===== src/rtl/alu_ctrl_pkg.sv =====
// Shared types and opcode constants for the ALU command controller.
package alu_ctrl_pkg;

    typedef enum logic [2:0] {
        IDLE,
        GET_A,
        GET_B,
        EXEC,
        CAPTURE,
        SEND_LO,
        SEND_HI
    } state_t;

    localparam logic [7:0] OPC_BASE = 8'hA0;
    localparam logic [7:0] OPC_MASK = 8'hFC;

    function automatic logic opc_valid(input logic [7:0] b);
        return (b & OPC_MASK) == OPC_BASE;
    endfunction

endpackage


===== src/rtl/byte_timeout_cnt.sv =====
// Inter-byte idle down-counter; expired flags the last allowed idle cycle.
module byte_timeout_cnt #(
    parameter int MAX = 1024
) (
    input  logic clk,
    input  logic rst_n,
    input  logic load,
    input  logic clr,
    input  logic en,
    output logic expired
);

    localparam int W = $clog2(MAX + 1);

    logic [W-1:0] cnt;

    always_ff @(posedge clk or negedge rst_n) begin
        if (!rst_n) begin
            cnt <= '0;
        end else if (load) begin
            cnt <= W'(MAX);
        end else if (clr) begin
            cnt <= '0;
        end else if (en && cnt != '0) begin
            cnt <= cnt - 1'b1;
        end
    end

    assign expired = en && (cnt == W'(1));

endmodule


===== src/rtl/alu_cmd_ctrl.sv =====
// Frame parser driving a logic unit and returning its 16-bit result as two bytes.
module alu_cmd_ctrl
    import alu_ctrl_pkg::*;
#(
    parameter int DATA_WIDTH  = 8,
    parameter int TIMEOUT_CYC = 1024
) (
    input  logic                    CLK,
    input  logic                    RST,
    input  logic [DATA_WIDTH-1:0]   RX_P_DATA,
    input  logic                    RX_D_VLD,
    output logic [1:0]              ALU_FUN,
    output logic [DATA_WIDTH-1:0]   A,
    output logic [DATA_WIDTH-1:0]   B,
    output logic                    Logic_Enable,
    input  logic [2*DATA_WIDTH-1:0] Logic_OUT,
    input  logic                    Logic_Flag,
    output logic [DATA_WIDTH-1:0]   TX_P_DATA,
    output logic                    TX_D_VLD,
    input  logic                    TX_BUSY,
    output logic                    CTRL_BUSY,
    output logic                    FRAME_ERR
);

    state_t                  state;
    logic [2*DATA_WIDTH-1:0] result;
    logic                    flag_q;
    logic                    in_get;
    logic                    opc_ok;
    logic                    tmo_load;
    logic                    tmo_en;
    logic                    tmo_exp;

    assign in_get   = (state == GET_A) || (state == GET_B);
    assign opc_ok   = opc_valid(RX_P_DATA[7:0]);
    assign tmo_load = RX_D_VLD && ((state == IDLE && opc_ok) || state == GET_A);
    assign tmo_en   = in_get && !RX_D_VLD;

    byte_timeout_cnt #(
        .MAX (TIMEOUT_CYC)
    ) u_tmo (
        .clk     (CLK),
        .rst_n   (RST),
        .load    (tmo_load),
        .clr     (!in_get),
        .en      (tmo_en),
        .expired (tmo_exp)
    );

    always_ff @(posedge CLK or negedge RST) begin
        if (!RST) begin
            state        <= IDLE;
            result       <= '0;
            flag_q       <= 1'b0;
            ALU_FUN      <= '0;
            A            <= '0;
            B            <= '0;
            Logic_Enable <= 1'b0;
            TX_P_DATA    <= '0;
            TX_D_VLD     <= 1'b0;
            CTRL_BUSY    <= 1'b0;
            FRAME_ERR    <= 1'b0;
        end else begin
            FRAME_ERR    <= 1'b0;
            Logic_Enable <= 1'b0;
            unique case (state)
                IDLE: begin
                    if (RX_D_VLD) begin
                        if (opc_ok) begin
                            ALU_FUN <= RX_P_DATA[1:0];
                            state   <= GET_A;
                        end else begin
                            FRAME_ERR <= 1'b1;
                        end
                    end
                end
                GET_A, GET_B: begin
                    // A byte arriving on the expiry cycle wins over the timeout
                    if (RX_D_VLD) begin
                        if (state == GET_A) begin
                            A     <= RX_P_DATA;
                            state <= GET_B;
                        end else begin
                            B            <= RX_P_DATA;
                            Logic_Enable <= 1'b1;
                            CTRL_BUSY    <= 1'b1;
                            state        <= EXEC;
                        end
                    end else if (tmo_exp) begin
                        FRAME_ERR <= 1'b1;
                        ALU_FUN   <= '0;
                        A         <= '0;
                        B         <= '0;
                        state     <= IDLE;
                    end
                end
                EXEC: begin
                    flag_q <= Logic_Flag;
                    state  <= CAPTURE;
                end
                CAPTURE: begin
                    result <= Logic_OUT;
                    if (flag_q) begin
                        TX_P_DATA <= Logic_OUT[DATA_WIDTH-1:0];
                        TX_D_VLD  <= 1'b1;
                        state     <= SEND_LO;
                    end else begin
                        FRAME_ERR <= 1'b1;
                        CTRL_BUSY <= 1'b0;
                        state     <= IDLE;
                    end
                end
                SEND_LO: begin
                    if (!TX_BUSY) begin
                        TX_P_DATA <= result[2*DATA_WIDTH-1:DATA_WIDTH];
                        state     <= SEND_HI;
                    end
                end
                SEND_HI: begin
                    if (!TX_BUSY) begin
                        TX_D_VLD  <= 1'b0;
                        TX_P_DATA <= '0;
                        CTRL_BUSY <= 1'b0;
                        state     <= IDLE;
                    end
                end
                default: state <= IDLE;
            endcase
        end
    end

endmodule


===== config.mk =====
export PLATFORM = sky130hd
export DESIGN_NAME = alu_cmd_ctrl
export DESIGN_NICKNAME = d
export VERILOG_FILES = /design/src/rtl/alu_ctrl_pkg.sv /design/src/rtl/byte_timeout_cnt.sv /design/src/rtl/alu_cmd_ctrl.sv
export SDC_FILE = /design/constraint.sdc
export NUM_CORES = 1
export LEC_CHECK = 0
export ABC_AREA = 1
export CORE_MARGIN = 2
export CORE_UTILIZATION = 43
export CTS_CLUSTER_SIZE = 40
export DETAILED_ROUTE_END_ITERATION = 10
export HOLD_SLACK_MARGIN = 0.15
export PLACE_DENSITY = 0.73
export SYNTH_ARGS = -nofsm -noshare
export SYNTH_HDL_FRONTEND = slang
export SYNTH_SLANG_ARGS = --single-unit

===== constraint.sdc =====
create_clock -name CLK -period 2.9 [get_ports CLK]
set_input_delay 0.58 -clock CLK [delete_from_list [all_inputs] [get_ports CLK]]
set_output_delay 0.58 -clock CLK [all_outputs]
set_load 0.005 [all_outputs]

# Yosys cells after proc, flatten, opt, wreduce, memory -nomap -nowiden
# Index checks and enable logic that the tools add are counted.
# word_totals
ff_bits	61
output_inout_bits	30
# op_classes
eq_ne	22
addsub	1
n_reduce_logical	23
n_mux	42
# ops
cell	count
$mux 8	8
$mux 11	3
$pmux 8 s3	1
$ne 2x2->1 const B	11
$mux 3	7
$pmux 3 s6	1
$reduce_and 5->1	3
$mux 1	14
$eq 11x1->1 const B	1
$reduce_bool 11->1	1
$sub 11x1->11 const B	1
$eq 3x3->1 const B	3
$reduce_and 3->1	3
$mux 2	4
$eq 3x2->1 const B	2
$eq 6x6->1 const B	1
$pmux 1 s3	2
$reduce_bool 2->1	3
$reduce_bool 3->1	2
$logic_and 1x1->1	5
$pmux 2 s2	1
$reduce_and 4->1	1
$eq 3x1->1 const B	1
$logic_not 3->1	1
other kinds (7)	8

# Depth between registers and ports, before layout
# Gate-level depths: netlist of run 1.
# logic_depth
ltp_word	7
ltp_mapped	12
depth_no_buf	11

# Hierarchy
# Synthesis of run 1 repeated with hierarchy kept, for this count alone.
# hier_totals
cells_unflattened	345
area_unflattened_um2	2807.7
# by_module_without_submodules
module	n_inst	area_per_inst_um2	seq_area_each_um2	cells_per_inst
alu_cmd_ctrl	1	2050.7	1051.0	250
byte_timeout_cnt	1	757.0	275.3	95

# Worst setup path after synthesis of run 1
# No wires, ideal clock.
# synth_timing
kind	register to register
from	register u_tmo.cnt[0]
to	register u_tmo.cnt[0]
slack_ns	1.419
stages_incl_launch_ff	10
setup_time_ns	0.076
t_arrival_ns	1.405
t_required_ns	2.824
n_path_buf	1
path_cell_list	dfrtp_1 -> inv_1 -> ha_1 -> nand2_1 -> nor2_1 -> nand2_1 -> nand2_1 -> buf_4 -> nand3_1 -> o21ai_1
# synth_via
elab_chain_cells	4
elab_cells_between_ends	7
classes_between	add/sub (1); eq/ne (1); mux (3); reduce/logical (2)
# synth_rtl
element	line_no	rtl
start, declared	byte_timeout_cnt.sv:15	logic [W-1:0] cnt;
start signal, assigned	byte_timeout_cnt.sv:21	cnt <= W'(MAX);
start signal, assigned	byte_timeout_cnt.sv:25	cnt <= cnt - 1'b1;
$sub 11x1->11	byte_timeout_cnt.sv:25	
$mux 11	byte_timeout_cnt.sv:24	end else if (en && cnt != '0) begin
$mux 11	byte_timeout_cnt.sv:22	end else if (clr) begin
$mux 11	byte_timeout_cnt.sv:20	end else if (load) begin
# Several ways; a longest one is shown, not always the timed one. The select of a mux whose other input is x is not followed.
# A chain may end at the register's enable or synchronous reset.

# Worst setup path in the final report of run 1
# layout_timing
from	register u_tmo.cnt[0]
to	register u_tmo.cnt[5]
# Same word-level chain as after synthesis.

==> flow_summary.json, run 1 <==
{
  "outcome": "completed",
  "cts_setup_buffers": 0,
  "drt-pass1-iter-count": 4,
  "tns_ns": 0,
  "antennaDiodeCount": 0,
  "cts_resized": 0,
  "worstPathMaxFanout": 11,
  "place_hpwl_um": 4610,
  "hold_class": "in2async",
  "wl_per_cell_um": 13.1,
  "critical_path_class": "reg2reg",
  "netSwitchingFraction": 0.409,
  "die_y_um": 84.0,
  "antenna_found_initial": 0,
  "fin_nets": 436,
  "pwr-share-comb": 0.497,
  "ctsRootBufferMaster": "clkbuf_8",
  "arrival_ns": 2.20,
  "port_buffers": 58,
  "grt_use_total": 0.190,
  "cts_sinks": 53,
  "irDropWorstVdd_mv": 0.577,
  "final_util": 0.555,
  "syn2layout_area_growth_pct": 26.4,
  "grt_pass1_vias": 2359,
  "start_util": 0.439,
  "synth.avg_cell_area_um2": 7.92,
  "fmax_ghz": 0.499,
  "period_share": 0.692,
  "syn-cell-area_um2": 2760,
  "grt_pass1_wl_um": 11000,
  "internal_power_mw": 2.08,
  "min_period_ns": 2.01,
  "setup.worst_path.end_class": "flip-flop",
  "cap_viol_max_count": 0,
  "clk_pin_slew_ns": 0.10,
  "syn_nets": 379,
  "cts_buffers": 5,
  "via_per_inst": 5.15,
  "insertion_delay_ns": 0.30,
  "core_area_um2": 6280,
  "layout-drive-gt1-share": 0.0739,
  "postCtsHoldBufs": 0,
  "ys_seq_elements": 53,
  "finalHoldViolations": 0,
  "vias": 2486,
  "clk_path_buf_depth": 2,
  "p_sw_mw": 1.44,
  "totalPowerFinal_mw": 3.52,
  "worstMarginPinSlew_ns": 0.667,
  "yosys_warnings": 0,
  "wl_met2_um": 2980,
  "whs_ns": 0.382,
  "power.density_nw_per_um2": 1010,
  "dr_wl_met3_um": 261,
  "ios": 59,
  "wl_met1_um": 2940,
  "routed_wl_um": 6310,
  "yosysUniqueCellTypes": 33,
  "die-area_um2": 7060,
  "cts_tree": "done",
  "drtIter0Drc": 165,
  "slew_viol_final": 0,
  "cp-start-kind": "flip-flop",
  "rrSetupSlack_ns": 0.89,
  "ys_seq_area_frac": 0.481,
  "fillers": 569,
  "die_w_um": 84.0,
  "seqPwrFrac": 0.358,
  "rows": 29,
  "highest_layer": "met4",
  "slew_headroom": 0.555,
  "rsz0062_at_grt": "false",
  "drc": 0,
  "cp.required_ns": 3.10,
  "antenna_left": 0,
  "grt_start_max_net_pins": 54,
  "setup_violations": 0,
  "overflow": 0,
  "fin_skew_ns": 0.00704,
  "finalWeightedCongestion": 0.837,
  "p_leak_nw": 1.72,
  "syn_inst": 348,
  "clkPwrFrac": 0.144,
  "htree_levels": 2
}
[path summary, 6_finish.rpt]
check,cells past startpoint,start,endpoint
min reg2reg,2,ALU_FUN[0]$_DFFE_PN0P_,ALU_FUN[0]$_DFFE_PN0P_
min,2,RST,result[9]$_DFFE_PN0P_
max in group asynchronous,2,RST,u_tmo.cnt[0]$_DFFE_PN0P_
max reg2reg,9,u_tmo.cnt[0]$_DFFE_PN0P_,u_tmo.cnt[5]$_DFFE_PN0P_
min in group CLK,2,ALU_FUN[0]$_DFFE_PN0P_,ALU_FUN[0]$_DFFE_PN0P_
max,9,u_tmo.cnt[0]$_DFFE_PN0P_,u_tmo.cnt[5]$_DFFE_PN0P_
[Yosys cell counts (all sizes together)]
cell type | count | area share
a21oi | 3 | 0.011
and2 | 1 | 0.0023
buf | 8 | 0.024
clkbuf | 3 | 0.0041
dfrtp | 53 | 0.48
ha | 2 | 0.0091
inv | 37 | 0.053
nand2 | 98 | 0.14
nand3 | 68 | 0.14
nand3b | 2 | 0.0054
nand4 | 8 | 0.018
nor2 | 26 | 0.039
nor3 | 1 | 0.0018
nor3b | 1 | 0.0027
o2111ai | 1 | 0.0032
o21ai | 32 | 0.061
o21bai | 1 | 0.0027
o22ai | 1 | 0.0023
xnor2 | 1 | 0.0032
xor2 | 1 | 0.0032
[through the flow]
step | cells | cell area [um2] | setup WS, ns
finish | 483 | 3480 | 0.894
global route | 483 | 3480 | 0.660
CTS | 483 | 3480 | 0.914
detailed placement | 475 | 3370 | 0.787
global placement | 475 | 3370 | 0.823
floorplan | 348 | 2760 | 1.42
[sequential cells by signal (all words and copies together) (netlist names)]
name          cells
result            8
B                 8
u_tmo.cnt        11
TX_D_VLD          1
TX_P_DATA         8
Logic_Enable      1
A                 8
FRAME_ERR         1
ALU_FUN           2
CTRL_BUSY         1
flag_q            1
state             3
[power by group through the flow]
stage               logic, mW  clock network, mW  registers (mW)
global placement         1.71                  0            1.27
global route             1.99              0.546            1.30
finish                   1.75              0.508            1.26
floorplan                1.16                  0            1.23
CTS                      1.76              0.513            1.26
detailed placement       1.75                  0            1.28
[layer usage]
layer,track usage,up-vias
li1,-,1257
met1,0.257,1145
met2,0.302,74
met3,0.0396,10
met4,0.0689,0
met5,0,-
[kinds of logic after synthesis]
group,count (synthesis),synth area share
xor+xnor,2,0.00636
buf+inv,48,0.0813
simple gates,205,0.342
compound gates,38,0.0799
flops,53,0.481
fa+ha+maj,2,0.00908
[critical path, stage by stage, from the launching register on]
cell and delay (ns):
dfrtp_1 0.45, inv_1 0.13, ha_1 0.25, nand2_1 0.10
nor2_1 0.19, nand2_1 0.12, nand2_1 0.30, nand2_2 0.19
nand3_1 0.13, nand2_1 0.05
[layout make-up]
cell class / instances / area [um2] / area share
multi-input cells: 247 / 1200 / 0.346
clock buffers: 6 / 72.6 / 0.0208
inverters: 37 / 146 / 0.0420
well taps: 77 / 96.3 / 0.0277
flip-flops and latches: 53 / 1330 / 0.381
clock inverters: 2 / 38.8 / 0.0111
repair buffers: 61 / 598 / 0.172
[cells in the final DEF, fill, tap and decap left out, types with 2 or more instances in the layout]
cell and n:
nor2_1 24, inv_1 33, clkbuf_8 5, nand3_2 4, nand4_1 8, nand3_1 63
ha_1 2, nand2_2 4, inv_4 3, o21ai_0 22, nand2_1 94, nand3b_1 2
clkdlybuf4s50_1 57, dfrtp_1 53, o21ai_2 2, buf_4 3, o21ai_1 8
(Power assumes the default switching activity.)
==> inputs of run 2 (changes only) <==
--- a/config.mk
+++ b/config.mk
@@ -11,7 +11,7 @@
 export CTS_CLUSTER_SIZE = 40
 export DETAILED_ROUTE_END_ITERATION = 10
 export HOLD_SLACK_MARGIN = 0.15
-export PLACE_DENSITY = 0.73
+export PLACE_DENSITY = 0.76
 export SYNTH_ARGS = -nofsm -noshare
 export SYNTH_HDL_FRONTEND = slang
 export SYNTH_SLANG_ARGS = --single-unit
==> constraint.sdc (replaced) <==
create_clock -name CLK -period 1.8 [get_ports CLK]
set_input_delay 0.36 -clock CLK [delete_from_list [all_inputs] [get_ports CLK]]
set_output_delay 0.36 -clock CLK [all_outputs]
set_load 0.005 [all_outputs]
==> flow_summary.json, run 2 (synthesis gave the netlist of run 1 again) <==
{
  "worstMarginPinSlew_ns": 0.375,
  "via_per_inst": 5.07,
  "whs_ns": 0.482,
  "internal_power_mw": 3.54,
  "die-area_um2": 7060,
  "grt_pass1_wl_um": 11200,
  "start_util": 0.439,
  "worst_slack_ns": 0.171,
  "regMostFlops": "u_tmo.cnt",
  "antenna_left": 0,
  "grt_start_max_net_pins": 54,
  "routed_wl_um": 6590,
  "rrSetupSlack_ns": 0.17,
  "cp.required_ns": 2.01,
  "final_common_cell": "nand2_1",
  "clk_pin_slew_ns": 0.10,
  "final_cells": 502,
  "core_area_um2": 6280,
  "cp-start-kind": "flip-flop",
  "antennaDiodeCount": 0,
  "min_period_ns": 1.63,
  "setup_violations": 0,
  "hold_depth": 2,
  "die_w_um": 84.0,
  "cts_buffers": 5,
  "min_to": "ALU_FUN[1]$_DFFE_PN0P_",
  "rows": 29,
  "worstHoldStart": "ALU_FUN[1]$_DFFE_PN0P_",
  "fin_skew_ns": 0.0110,
  "overflow": 0,
  "p_sw_mw": 2.42,
  "p_leak_nw": 1.83,
  "vias": 2545,
  "clkPwrFrac": 0.139,
  "timing.rr.start": "u_tmo.cnt[1]$_DFFE_PN0P_",
  "htree_levels": 2,
  "arrival_ns": 1.84,
  "fmax_ghz": 0.614,
  "hold_class": "reg2reg",
  "worstPathMaxFanout": 8,
  "tns_ns": 0,
  "period_share": 0.905,
  "cts_setup_buffers": 0,
  "place_ws_ns": -0.0173,
  "rsz0062_at_grt": "false",
  "grt_use_total": 0.194,
  "finalWeightedCongestion": 0.788,
  "cts_sinks": 53,
  "finalHoldViolations": 0,
  "port_buffers": 58,
  "critical_path_class": "reg2reg",
  "drc": 0,
  "pwr-share-comb": 0.520,
  "irDropWorstVdd_mv": 0.827,
  "fin_nets": 455,
  "netSwitchingFraction": 0.406,
  "syn2layout_area_growth_pct": 32.7,
  "antenna_found_initial": 0,
  "outcome": "completed",
  "r2r_cells": 10,
  "wl_per_cell_um": 13.1,
  "reg2reg_to": "A[4]$_DFFE_PN0P_",
  "layout-drive-gt1-share": 0.122,
  "dp.cells": 493,
  "ctsRootBufferMaster": "clkbuf_8",
  "clk_path_buf_depth": 2,
  "seqPwrFrac": 0.341,
  "largest_register_ffs": 11,
  "final_cell_mix": "nand2_1 (92), nand3_1 (63), clkdlybuf4s50_1 (57), dfrtp_1 (53), inv_1 (33)",
  "cap_viol_max_count": 0,
  "die_y_um": 84.0,
  "grt_pass1_vias": 2433,
  "power.density_nw_per_um2": 1630,
  "totalPowerFinal_mw": 5.96,
  "ios": 59,
  "insertion_delay_ns": 0.30,
  "drt-pass1-iter-count": 4,
  "drtIter0Drc": 238,
  "slew_headroom": 0.750,
  "cts_tree": "done",
  "slew_viol_final": 0,
  "place_hpwl_um": 4950,
  "setup.worst_path.end_class": "flip-flop"
}
[run 2: metrics by stage]
stage,area (um2),utilization
global placement,3520,0.561
floorplan,2760,-
global route,3650,0.582
detailed placement,3520,0.561
finish,3650,0.582
CTS,3640,0.580
[run 2: what timing repair did]
item / in CTS / in global routing
resized for setup: 0 / 4
hold buffers: 1 / 0
hold endpoints to repair: 53 / 0
endpoints found under the setup margin: 0 / 13
[run 2: final cells by class]
class | instances | area, um2
timing repair buffer | 80 | 756
multi-input combinational | 247 | 1220
inverter | 37 | 146
clock inverter | 3 | 43.8
fill | 570 | 2620
sequential | 53 | 1330
tap | 77 | 96.3
clock buffer | 5 | 68.8
[run 2: worst max-delay path, cell delays in order (launching register included)]
cell and delay (ns):
dfrtp_1 0.39, inv_1 0.10, ha_1 0.18, inv_1 0.05
nor2_1 0.08, nand3_1 0.08, nor2_1 0.22, nand2_2 0.14
buf_4 0.18, nand3_1 0.07, nand2_1 0.05
[run 2: how the worst max path moves through the flow]
stage / startpoint / end / slack, ns / depth (start not counted)
finish: u_tmo.cnt[1]$_DFFE_PN0P_ / A[4]$_DFFE_PN0P_ / 0.17 / 10
CTS: u_tmo.cnt[0]$_DFFE_PN0P_ / u_tmo.cnt[5]$_DFFE_PN0P_ / 0.003 / 9
global placement: RX_D_VLD / u_tmo.cnt[5]$_DFFE_PN0P_ / 0.02 / 5
floorplan: u_tmo.cnt[0]$_DFFE_PN0P_ / u_tmo.cnt[0]$_DFFE_PN0P_ / 0.32 / 9
global route: state[0]$_DFFE_PN0P_ / TX_P_DATA[2]$_DFFE_PN0P_ / 0.03 / 6
detailed placement: RX_D_VLD / state[0]$_DFFE_PN0P_ / -0.02 / 7
[run 2: per-layer routing]
| layer | wire length, um | up-vias | global-route usage | part of all wire |
|---|---|---|---|---|
| met1 | 3120 | 1185 | 0.281 | 0.47 |
| met5 | 0 | - | 0 | 0 |
| met2 | 3050 | 70 | 0.304 | 0.46 |
| met4 | 60 | 0 | 0.0381 | 0.0091 |
| li1 | - | 1284 | - | - |
| met3 | 355 | 6 | 0.0366 | 0.054 |
[run 2: power by group through the flow]
stage | sequential (mW) | combinational (mW) | clock (mW)
after floorplan | 1.98 | 1.86 | 0
after global placement | 2.04 | 2.98 | 0
after detailed placement | 2.05 | 3.07 | 0
after CTS | 2.04 | 3.09 | 0.844
after global routing | 2.11 | 3.50 | 0.897
final | 2.03 | 3.10 | 0.827
==> inputs of run 3 (changes only) <==
--- a/config.mk
+++ b/config.mk
@@ -8,7 +8,7 @@
 export ABC_AREA = 1
 export CORE_MARGIN = 2
 export CORE_UTILIZATION = 43
-export CTS_CLUSTER_SIZE = 40
+export CTS_CLUSTER_SIZE = 12
 export DETAILED_ROUTE_END_ITERATION = 10
 export HOLD_SLACK_MARGIN = 0.15
 export PLACE_DENSITY = 0.76
==> results of run 3 <==
Final layout, timing and power as in run 2 (identical DEF).
